`src/rtl/up_count_checker_sat_counter.sv`:
```
// rtl/up_count_checker_sat_counter.sv - saturating event counter with synchronous clear
module sat_counter #(
  parameter int W = 8
) (
  input  logic         clk,
  input  logic         reset,
  input  logic         clr,
  input  logic         inc,
  output logic [W-1:0] cnt
);

  always_ff @(posedge clk or negedge reset) begin
    if (!reset) begin
      cnt <= '0;
    end else if (clr) begin
      cnt <= '0;
    end else if (inc && !(&cnt)) begin
      cnt <= cnt + {{(W-1){1'b0}}, 1'b1};
    end
  end

endmodule

```
`config.mk`:
```
export PLATFORM = sky130hd
export DESIGN_NAME = sat_counter
export DESIGN_NICKNAME = d
export VERILOG_FILES = /design/src/rtl/up_count_checker_sat_counter.sv
export SDC_FILE = /design/constraint.sdc
export NUM_CORES = 1
export LEC_CHECK = 0
export BUFFER_PORTS_ARGS = -buffer_cell sky130_fd_sc_hd__buf_2
export CORE_AREA = 2 2 39 41
export CTS_CLUSTER_DIAMETER = 120
export DETAILED_ROUTE_END_ITERATION = 10
export DIE_AREA = 0 0 41 43
export SETUP_SLACK_MARGIN = 0.15
export SLEW_MARGIN = 20
export SYNTH_ARGS = -nofsm -noshare
export SYNTH_HDL_FRONTEND = slang
export SYNTH_SLANG_ARGS = --single-unit
```
`constraint.sdc`:
```
create_clock -name clk -period 2.25 [get_ports clk]
set_input_delay 0.3375 -clock clk [delete_from_list [all_inputs] [get_ports clk]]
set_output_delay 0.3375 -clock clk [all_outputs]
set_load 0.03 [all_outputs]
```
==> results by group <==
Run status
  – Status: finished, final reports clean

STA
  – Hold Vio Cnt, Final: 0
  – Skew final: 0.00277 ns
  – RSZ-0062 raised after global routing: false
  – Final slew viol count: 0
  – Least-Margin Pin Slew: 0.339 ns
  – Final setup viols: 0
  – FMAX: 619 MHz
  – Final Cycle Share: 0.718
  – Slew HR: 0.774
  – Fin crit period: 1.62 ns
  – TNS Setup: 0 ns

Drt
  – Drt initial violations: 13
  – DRC viols: 0
  – Antenna-violating nets left: 0
  – Via count: 416
  – DR pass1 iterations: 4
  – Via density: 5.47
  – Total wire length: 1020 um
  – Wire per inst: 13.4 um

Logic synthesis
  – Area leader, netlist: dfrtp_1
  – YS warnings: 0
  – Count leader, synth: dfrtp_1
  – Proportion of netlist area held by the largest area contributor: 0.396
  – Syn_nets: 52
  – Number of library cell types mapped by synthesis: 25
  – Seq cells post-synth: 8
  – Number of flops mapped to enable cells by yosys: 0
  – Post-synth top cells: dfrtp_1 (8), mux2_4 (4), nor2_1 (4), nor2b_1 (4)
  – Cells after synthesis: 47
  – Post-Syn Area: 505 um2
  – Most used DFF post-synth: dfrtp_1
  – Async set or reset register ratio after synthesis: 1.00
  – Largest cells by area after synthesis: dfrtp_1 (40%), mux2_4 (12%), nor2b_1 (5.0%)
  – Register area share after synthesis: 0.396
  – Syn_area_per_cell: 10.8 um2

Power and ir drop
  – Cell Pwr Density: 500 nW/um2
  – Peak supply drop: 326 uV
  – Total design power: 0.299 mW
  – Pleak: 0.278 nW

Global routing
  – Maximum number of pins on one net before global-route repair: 14
  – Antenna violations before repair: 0
  – Grt ovf: 0
  – First-pass GRT wire length: 1750 um
  – Total track usage: 0.149
  – Vias in the first global route: 376

Die
  – Rows: 14
  – Total die area: 1760 um2
  – Die extent in x: 41 um
  – Initial Utilization: 0.365
  – Placeable Area: 1380 um2
  – Chip Height: 43 um
  – Boundary Pins: 12

Worst setup path
  – Worst Path Arrival: 1.76 ns
  – CP Class: reg -> reg
  – Worst path slowest cell: dfrtp_1
  – CP startpoint kind: flip-flop
  – Max stage delay on crit path: 0.42 ns
  – CP Max Fanout: 6
  – Worst path cell trace: ha_1 -> and3_2 -> a211oi_2 -> mux2_4
  – Type of element capturing the critical path: flip-flop
  – Required @ worst endpoint: 2.39 ns

Placed design
  – Port bufs: 11
  – Placer Congestion: 0.730
  – Post-DP HPWL: 715 um

Clock network
  – Clock transition at the registers of the reported paths: 0.06 ns
  – Clock sinks: 8
  – Post-CTS Resized: 0
  – Max Root-Sink Buffers: 2
  – Clock Latency Late Sink: 0.25 ns
  – H-tree levels: 1
  – Inserted Clock Buffers: 3
  – Root Buffer: clkbuf_4
  – CTS tree: done

Layout
  – Filler instances: 140
  – Area growth from synthesis to layout: 18.3%
  – Max reg flops: 8
  – Regs by FF count: cnt (8)
  – Antenna cells: 0
  – Footprint of the multi-input gates: 290 um2
  – Seq. cell area: 200 um2
  – Largest reg by FF count: cnt
  – Nets@finish: 67
  – Layout cells sized above 1: 0.383

Job
  – Max Cap Viol: 0

Min path
  – HP Class: in -> reg
per-layer routing:
layer / global-route usage / routed length [um] / up-vias
met5: 0 / 0 / -
met4: 0.100 / 9 / 0
met3: 0.0471 / 47 / 2
met2: 0.181 / 445 / 9
met1: 0.214 / 520 / 201
li1: - / - / 204
cells in the final DEF (no fill, tap or decap), types with 2 or more instances in the layout:
cell type,instances
nor2_1,4
nor2b_1,4
a21oi_2,2
nand2_1,2
clkbuf_4,3
buf_2,11
nand4_1,2
dfrtp_1,8
nand2b_1,2
mux2_4,4
and4_1,2
a21oi_1,2
area by class of cell:
type / instances / area share
Multi-Input combinational cell: 37 / 0.485
Sequential cell: 8 / 0.335
Timing Repair Buffer: 12 / 0.109
Clock buffer: 3 / 0.0377
Tap cell: 16 / 0.0335
what timing repair did:
item	4_1_cts	5_1_grt
endpoints found under the hold margin	8	0
setup buffers	0	0
hold buffers	1	0
metrics by stage:
| stage | cell area (um2) | cells | util | hold WS, ns | setup slack, ns |
|---|---|---|---|---|---|
| 2_1_floorplan | 505 | 47 | - | 0.0419 | 0.553 |
| 3_3_place_gp | 566 | 72 | 0.409 | 0.197 | 0.681 |
| 3_5_place_dp | 566 | 72 | 0.409 | 0.195 | 0.653 |
| 4_1_cts | 598 | 76 | 0.432 | 0.404 | 0.639 |
| 5_1_grt | 598 | 76 | 0.432 | 0.435 | 0.569 |
| 6_report | 598 | 76 | 0.432 | 0.413 | 0.635 |
critical path: cells and delay by family (launching register included):
family	cells	cell delay, ns
and+or+nand+nor	1	0.25
adders and majority gates	1	0.27
AOI/OAI and AO/OA	1	0.25
muxes	1	0.31
DFF	1	0.42
where the power goes:
part / leakage (nW) / internal (mW) / switching [mW] / total (mW)
Sequential: 0.110 / 0.147 / 0.00494 / 0.152
Combinational: 0.154 / 0.0137 / 0.0207 / 0.0344
Clock: 0.0138 / 0.0612 / 0.0511 / 0.112
kinds of logic after synthesis:
| family | after synthesis | synth area share |
|---|---|---|
| buffers and inverters | 2 | 0.0297 |
| AND/OR/NAND/NOR | 21 | 0.245 |
| multiplexers | 5 | 0.139 |
| flip-flops | 8 | 0.396 |
| AO/OA/AOI/OAI | 10 | 0.166 |
| adder cells (fa/ha/maj) | 1 | 0.0247 |
path summary, 6_finish.rpt:
| path | startpoint | endpoint | slack, ns | cells after the start |
|---|---|---|---|---|
| worst max-delay path | cnt[0] | cnt[5] | 0.63 | 4 |
| worst min-delay path | clr | cnt[7] | 0.41 | 2 |
| worst max register to register | cnt[0] | cnt[5] | 0.63 | 4 |
| worst min register to register | cnt[6] | cnt[6] | 0.60 | 2 |
| max in group asynchronous | reset | cnt[0] | 1.63 | 2 |
| min in group asynchronous | reset | cnt[6] | 0.45 | 2 |
Note: power is estimated with default switching activity, not from simulation.
